<file path="src/rtl/led_pio_pkg.sv">
// Shared definitions for the LED output PIO: register word addresses and the
// address type used on the slave port.
package led_pio_pkg;

  typedef logic [2:0] led_addr_t;

  localparam led_addr_t LED_ADDR_DATA   = 3'd0;
  localparam led_addr_t LED_ADDR_SET    = 3'd1;
  localparam led_addr_t LED_ADDR_CLR    = 3'd2;
  localparam led_addr_t LED_ADDR_MODE   = 3'd3;
  localparam led_addr_t LED_ADDR_PERIOD = 3'd4;
  localparam led_addr_t LED_ADDR_STATUS = 3'd5;
  localparam led_addr_t LED_ADDR_TOGGLE = 3'd6;
  localparam led_addr_t LED_ADDR_RSVD   = 3'd7;

endpackage

</file>
<file path="src/rtl/led_blink_prescaler.sv">
// Blink prescaler: free-running counter that inverts phase every period+1
// cycles. A zero period parks the counter at 0 with phase high, and restart
// (a PERIOD write) re-aligns the blink from the start of a half-period.
module led_blink_prescaler #(
  parameter int unsigned CNT_W = 24
) (
  input  logic             clk,
  input  logic             reset,
  input  logic [CNT_W-1:0] period,
  input  logic             restart,
  output logic             phase,
  output logic [CNT_W-1:0] count
);

  logic [CNT_W-1:0] count_q, count_d;
  logic             phase_q, phase_d;

  // Next counter/phase; restart wins over a coincident wrap.
  always_comb begin
    count_d = count_q;
    phase_d = phase_q;
    if (restart || (period == '0)) begin
      count_d = '0;
      phase_d = 1'b1;
    end else if (count_q == period) begin
      count_d = '0;
      phase_d = ~phase_q;
    end else begin
      count_d = count_q + CNT_W'(1);
    end
  end

  // Counter and phase state with synchronous reset.
  always_ff @(posedge clk) begin
    if (reset) begin
      count_q <= '0;
      phase_q <= 1'b1;
    end else begin
      count_q <= count_d;
      phase_q <= phase_d;
    end
  end

  assign phase = phase_q;
  assign count = count_q;

endmodule

</file>
<file path="src/rtl/led_pio_blink.sv">
// Avalon-MM LED output PIO with atomic set/clear, per-channel blink mode and
// a programmable blink prescaler. Zero-wait-state slave, combinational read.
// Optional feature: define LED_PIO_TOGGLE_EN to enable the TOGGLE register
// at address 6 (DATA ^= writedata); otherwise address 6 is reserved.
module led_pio_blink
  import led_pio_pkg::*;
#(
  parameter int unsigned WIDTH          = 5,
  parameter int unsigned CNT_W          = 24,
  parameter int unsigned DEFAULT_PERIOD = 12499999
) (
  input  logic             clk,
  input  logic             reset,
  input  led_addr_t        address,
  input  logic             chipselect,
  input  logic             write_n,
  input  logic [31:0]      writedata,
  output logic [31:0]      readdata,
  output logic [WIDTH-1:0] out_port
);

  logic [WIDTH-1:0] data_q, data_d;
  logic [WIDTH-1:0] mode_q, mode_d;
  logic [CNT_W-1:0] period_q, period_d;
  logic [WIDTH-1:0] wdata;
  logic             wr_en;
  logic             period_wr;
  logic             phase;
  logic [CNT_W-1:0] count;
  logic [CNT_W:0]   status;
  logic             unused_wdata;

  assign wr_en     = chipselect & ~write_n;
  assign wdata     = writedata[WIDTH-1:0];
  assign period_wr = wr_en && (address == LED_ADDR_PERIOD);
  // Upper write bits beyond WIDTH are intentionally dropped.
  assign unused_wdata = ^writedata;

  // Register-file next state for the single write per cycle.
  always_comb begin
    data_d   = data_q;
    mode_d   = mode_q;
    period_d = period_q;
    if (wr_en) begin
      case (address)
        LED_ADDR_DATA:   data_d   = wdata;
        LED_ADDR_SET:    data_d   = data_q | wdata;
        LED_ADDR_CLR:    data_d   = data_q & ~wdata;
        LED_ADDR_MODE:   mode_d   = wdata;
        LED_ADDR_PERIOD: period_d = writedata[CNT_W-1:0];
`ifdef LED_PIO_TOGGLE_EN
        LED_ADDR_TOGGLE: data_d   = data_q ^ wdata;
`endif
        default: ;
      endcase
    end
  end

  // Register file with synchronous reset taking priority over writes.
  always_ff @(posedge clk) begin
    if (reset) begin
      data_q   <= '0;
      mode_q   <= '0;
      period_q <= CNT_W'(DEFAULT_PERIOD);
    end else begin
      data_q   <= data_d;
      mode_q   <= mode_d;
      period_q <= period_d;
    end
  end

  led_blink_prescaler #(
    .CNT_W (CNT_W)
  ) u_prescaler (
    .clk     (clk),
    .reset   (reset),
    .period  (period_q),
    .restart (period_wr),
    .phase   (phase),
    .count   (count)
  );

  assign status = {count, phase};

  // Combinational read mux; write-only and reserved addresses read 0.
  always_comb begin
    readdata = '0;
    case (address)
      LED_ADDR_DATA:   readdata[WIDTH-1:0] = data_q;
      LED_ADDR_MODE:   readdata[WIDTH-1:0] = mode_q;
      LED_ADDR_PERIOD: readdata[CNT_W-1:0] = period_q;
      LED_ADDR_STATUS: readdata            = 32'(status);
      default:         readdata            = '0;
    endcase
  end

  // Blink channels are gated by phase; static channels follow DATA.
  assign out_port = data_q & (~mode_q | {WIDTH{phase}});

endmodule

</file>
<file path="config.mk">
export PLATFORM = sky130hd
export DESIGN_NAME = led_pio_blink
export DESIGN_NICKNAME = d
export VERILOG_FILES = /design/src/rtl/led_pio_pkg.sv /design/src/rtl/led_blink_prescaler.sv /design/src/rtl/led_pio_blink.sv
export SDC_FILE = /design/constraint.sdc
export NUM_CORES = 1
export LEC_CHECK = 0
export BUFFER_PORTS_ARGS = -buffer_cell sky130_fd_sc_hd__buf_4
export CAP_MARGIN = 20
export CELL_PAD_IN_SITES_DETAIL_PLACEMENT = 1
export CELL_PAD_IN_SITES_GLOBAL_PLACEMENT = 1
export CORE_MARGIN = 3
export CORE_UTILIZATION = 37
export DETAILED_ROUTE_END_ITERATION = 12
export PLACE_DENSITY_LB_ADDON = 0.1
export SYNTH_ARGS = -nofsm -noshare
export SYNTH_HDL_FRONTEND = slang
export SYNTH_HIERARCHICAL = 1
export SYNTH_SLANG_ARGS = --single-unit
</file>
<file path="constraint.sdc">
create_clock -name clk -period 1.8 [get_ports clk]
set_clock_uncertainty 0.1 [all_clocks]
set_input_delay 0.18 -clock clk [delete_from_list [all_inputs] [get_ports clk]]
set_output_delay 0.18 -clock clk [all_outputs]
set_load 0.005 [all_outputs]
</file>
# Yosys cells after proc, flatten, opt, wreduce, memory -nomap -nowiden

Cells that the tools add are included.

Logic and storage cells: 35
Output and inout bits: 37
Register bits after elaboration: 59
Input port bits: 39

Reductions and logical operators: 10
Bitwise logic cells: 9
Mux-type cells: 4
Equality and inequality tests: 6
Add/subtract/negate cells: 1

Operators with widths:

| operator                | count |
|---|---|
| $pmux W19 S2            | 1 |
| $add A24 B1 Y24 const B | 1 |
| $eq A24 B24 Y1          | 1 |
| $logic_not A24 Y1       | 1 |
| $pmux W5 S4             | 1 |
| $pmux W5 S3             | 1 |
| $and A5 B5 Y5           | 2 |
| $not A5 Y5              | 2 |
| $or A5 B5 Y5            | 2 |
| $eq A3 B2 Y1 const B    | 2 |
| $eq A3 B3 Y1 const B    | 2 |
| $reduce_and A2 Y1       | 3 |
| $eq A3 B1 Y1 const B    | 1 |
| $logic_not A3 Y1        | 1 |
| $reduce_bool A3 Y1      | 1 |
| $reduce_or A3 Y1        | 1 |
| $not A1 Y1              | 2 |
| $reduce_or A2 Y1        | 1 |
| $and A1 B1 Y1           | 1 |
| $logic_and A1 B1 Y1     | 1 |
| $logic_or A1 B1 Y1      | 1 |
| $mux W1                 | 1 |

# Depth between registers and ports, before layout

Depth after elaboration: 5
Depth in mapped cells: 9
Gate-level depth less buffers: 6

# Hierarchy

The synthesis kept the hierarchy.

Modules (own cells, without submodules):

| module              | times used | sequential area each (um^2) | cells each | area each (um^2) |
|---|---|---|---|---|
| led_pio_blink       | 1          | 680.7                       | 213        | 1901.8 |
| led_blink_prescaler | 1          | 500.5                       | 158        | 1508.9 |

# Worst setup path before layout

No wires, ideal clock.

Path kind: register -> register
Start: reg u_prescaler.count_q[12] (netlist: u_prescaler/count[12])
End: reg u_prescaler.count_q[2] (netlist: u_prescaler/count[2])
Buffers on the path: 2
Required time: 1.585 ns
Arrival: 1.477 ns
Library setup time: 0.115 ns
Path slack: 0.108 ns
Cell stages (with the launch flop): 8
Cell sequence: dfxtp_1 -> buf_6 -> xor2_1 -> nor4_2 -> nand4_2 -> o21ai_4 -> buf_6 -> nor2_2

Longest elaborated chain between the ends: 2

RTL lines:

| item                       | line                      | source |
|---|---|---|
| from (decl)                | led_blink_prescaler.sv:15 | `logic [CNT_W-1:0] count_q, count_d;` |
| from (signal assigned)     | led_blink_prescaler.sv:39 | `count_q <= count_d;` |
| $eq A24 B24 Y1             | led_blink_prescaler.sv:25 | `end else if (count_q == period) begin` |
| $reduce_or A3 Y1 (no line) | n/a                       |  |

Every way passes these cells.
A chain may end at the register's enable or synchronous reset.

# Final worst setup path

Start: reg u_prescaler.count_q[12] (netlist: u_prescaler/count[12])
End: reg u_prescaler.count_q[22] (netlist: u_prescaler/count[22])

Longest elaborated chain between the ends: 2

RTL lines:

| item |
|---|
| parallel branches: the longest is 2 deep, another holds $add A24 B1 Y24 |

Parallel ways; which one is timed is not known.

==> flow_metrics.env <==
export IMPL_max_slew_worst_pin_slew_ps=593
export IMPL_diodes=0
export IMPL_synth_edf_count=0
export IMPL_fin_nets=509
export IMPL_hold_path_end="mode_q[2]$_SDFFE_PP0P_"
export IMPL_synth_top_area_share_pct=34.6
export IMPL_synthFlopType="dfxtp_1"
export IMPL_first_iter_violations=124
export IMPL_grt_max_degree=35
export IMPL_ys_seq_area_share_pct=34.6
export IMPL_dp_hpwl_mm=7.99
export IMPL_wl_per_cell_um=19.2
export IMPL_antenna_found_initial=0
export IMPL_period_minus_slack_ps=1840
export IMPL_violations="negative setup slack"
export IMPL_syn2layout_area_growth_pct=34.3
export IMPL_first_global_vias=3346
export IMPL_cap_violations=0
export IMPL_hold_ws_ps=25.4
export IMPL_clockBufferDepth=2
export IMPL_start_util_pct=38.5
export IMPL_crit_required_ps=1930
export IMPL_slew_headroom_pct=60.4
export IMPL_num_rows=34
export IMPL_drive_above_1_share_pct=40.1
export IMPL_synth_top_area_cell="dfxtp_1"
export IMPL_worst_slack_ps=-35.5
export IMPL_async_reset_ff_share_pct=0
export IMPL_min_from="writedata[2]"
export IMPL_maxSlewViolCount=0
export IMPL_ys_ff_latch=59
export IMPL_hold_viol=0
export IMPL_rsz0062_at_grt="yes"
export IMPL_wirelength_mm=11.2
export IMPL_grt_pass1_wl_mm=17.3
export IMPL_cts_made_buffers=9
export IMPL_core_um2=8850
export IMPL_max_freq_mhz=545
export IMPL_htree_num_levels=3
export IMPL_yosys_warnings=6
export IMPL_root_buffer="clkbuf_8"
export IMPL_gr_total_overflow=0
export IMPL_insertion_delay_ps=340
export IMPL_r2r_cells=6
export IMPL_yosysUniqueCellTypes=45
export IMPL_hold_class="in -> reg"
export IMPL_gp_congestion=0.815
export IMPL_rr_endpoint="u_prescaler/count[22]$_SDFF_PP0_"
export IMPL_ant_nets=0
export IMPL_clk_pin_slew_ps=70
export IMPL_synth_area_leaders="dfxtp_1 (35%), xor2_1 (11%), a22o_1 (4.9%), a211o_1 (4.1%), nor2_2 (3.7%)"
export IMPL_critical_path_class="reg -> reg"
export IMPL_critPathLaunchType="flop"
export IMPL_drc=0
export IMPL_syn_area_um2=3410
export IMPL_p_leak_nw=1.92
export IMPL_status="complete, but fails checks"
export IMPL_die_x_um=102
export IMPL_end_kind="flop"
export IMPL_reg2reg_slack_ps=-40
export IMPL_critPathArrivalTime_ps=1970
export IMPL_critPathBufInv=1
export IMPL_cts_sinks=59
export IMPL_viasPerCell=5.41
export IMPL_worstPathCellList="xor2_2, nor4_4, nand4_2, o21ai_4, clkbuf_16, nor2_2"
export IMPL_final_core_util_pct=51.8
export IMPL_r2r_start="u_prescaler/count[12]$_SDFF_PP0_"
export IMPL_firstDrtPassIters=4
export IMPL_pin_count=76
export IMPL_vdd_drop_max_uv=303
export IMPL_crit_path_max_fanout=7
export IMPL_fin_crit_sh_pct=102
export IMPL_grt_usage_pct=21.6
export IMPL_hold_path_depth=3
export IMPL_dpl_cell_area_um2=4140
export IMPL_setup_viol=10
export IMPL_die_y_um=102
export IMPL_max_stage_delay_ps=340
export IMPL_io_buffers=60
export IMPL_final_cell_area_um2=4580
export IMPL_syn_avg_cell_area_um2=9.19
export IMPL_synthCells=371
export IMPL_cts_tree="done"
export IMPL_powerDensity_nw_per_um2=644
export IMPL_crit_family="simple AND/OR/NAND/NOR gates"
export IMPL_die_area_um2=10400
export IMPL_slowest_stage="dfxtp_2"
export IMPL_num_vias=3150
## synth_stat cells, types with 2 or more instances
master / count
nor2_2: 20
xor2_1: 42
buf_2: 7
a211o_1: 16
xnor2_1: 5
nor4_1: 8
nor2_1: 11
a21boi_0: 5
nor4_4: 2
inv_1: 7
a21oi_1: 18
nor3b_1: 6
nand2_1: 9
buf_4: 9
clkbuf_1: 8
o2bb2ai_1: 4
dfxtp_1: 59
nand2b_1: 2
buf_6: 7
a22oi_1: 10
nand3_1: 23
or3b_2: 2
and3_1: 18
nor4_2: 4
nand4_1: 7
o21ai_0: 19
mux2_2: 4
nand4_2: 2
and2_1: 3
a22o_1: 19
## state kept, by name, summed over array words and instances, names as in the netlist
signal,count
u_prescaler/phase,1
data_q,5
period_q,24
mode_q,5
u_prescaler/count,24
## stage by stage
step           setup TNS, ps  setup WS [ps]  cells  power, W
3_5_place_dp               0           5.01    553   0.00172
6_report                -248          -35.5    582   0.00295
2_1_floorplan              0            108    377   0.00157
4_1_cts                    0           10.3    578   0.00298
5_1_grt                -1390          -87.6    582   0.00307
3_3_place_gp               0           44.2    553   0.00171
## worst register-to-register path, cell delays in order (launching register included)
cell	delay [ps]
dfxtp_2	340
xor2_2	190
nor4_4	340
nand4_2	190
o21ai_4	310
clkbuf_16	230
nor2_2	40
## kinds of logic after synthesis
| kind of cell | count (synthesis) | share of synthesized area [%] |
|---|---|---|
| compound gates | 94 | 19.8 |
| xor+xnor | 47 | 12.1 |
| fa+ha+maj | 1 | 0.367 |
| buf+inv | 39 | 7.08 |
| flops | 59 | 34.6 |
| mux | 5 | 1.61 |
| other cells | 1 | 0.110 |
| simple gates | 125 | 24.3 |
## cells in the final DEF, fill, tap and decap left out, types with 5 or more instances in the layout
master,netlist,routed
nor2_1,11,11
a21boi_0,5,5
a211o_1,16,16
nand3_1,23,23
xor2_1,42,39
dlygate4sd3_1,0,9
nand2_1,9,9
nor4_2,4,6
nor2_2,20,20
o21ai_0,19,19
nor3b_1,6,6
a22oi_1,10,10
and3_1,18,18
xnor2_1,5,5
clkbuf_8,0,10
conb_1,1,7
dfxtp_1,59,37
inv_1,7,7
dfxtp_2,0,20
a22o_1,19,19
a21oi_1,18,18
nand4_1,7,7
buf_4,9,100
## worst max-delay path by stage
stage	cells after the start	start	to	slack [ps]
floorplan	7	u_prescaler/count[12]$_SDFF_PP0_	u_prescaler/count[2]$_SDFF_PP0_	110
global placement	6	period_q[10]$_SDFFE_PP1P_	u_prescaler/count[10]$_SDFF_PP0_	40
detailed placement	6	period_q[4]$_SDFFE_PP1P_	u_prescaler/count[10]$_SDFF_PP0_	5
CTS	6	period_q[21]$_SDFFE_PP1P_	u_prescaler/count[10]$_SDFF_PP0_	10
global route	6	u_prescaler/count[2]$_SDFF_PP0_	u_prescaler/count[16]$_SDFF_PP0_	-90
finish	6	u_prescaler/count[12]$_SDFF_PP0_	u_prescaler/count[22]$_SDFF_PP0_	-40
## metal layers
metal / up-vias / wire length [µm] / GRT usage (%) / share of wire, %
met5: - / 0 / 0 / 0
met3: 4 / 406 / 4.57 / 3.6
li1: 1528 / - / - / -
met1: 1545 / 5120 / 28.2 / 46
met2: 73 / 5610 / 36.3 / 50
met4: 0 / 44 / 5.65 / 0.39
## what timing repair did
item,in CTS,in global routing
pin swaps,1,3
setup buffers,0,3
endpoints found under the setup margin,4,25
hold buffers,9,0
cloned,0,1
gates resized for setup,0,33
endpoints found under the hold margin,9,0
## layout make-up
cell class | count | area, µm²
flip-flops and latches | 59 | 1210
fillers | 1040 | 4270
clock buffers | 10 | 138
inverters | 7 | 26.3
clock inverters | 6 | 65.1
multi-input cells | 279 | 2080
well taps | 108 | 135
repair buffers | 113 | 926
## report_power, final
part           switching, W  total [W]  internal [W]
combinational      0.000187   0.000367      0.000180
sequential        0.0000292    0.00135       0.00133
clock              0.000557    0.00123      0.000673
total              0.000773    0.00295       0.00218
Note: power is estimated with default switching activity, not from simulation.
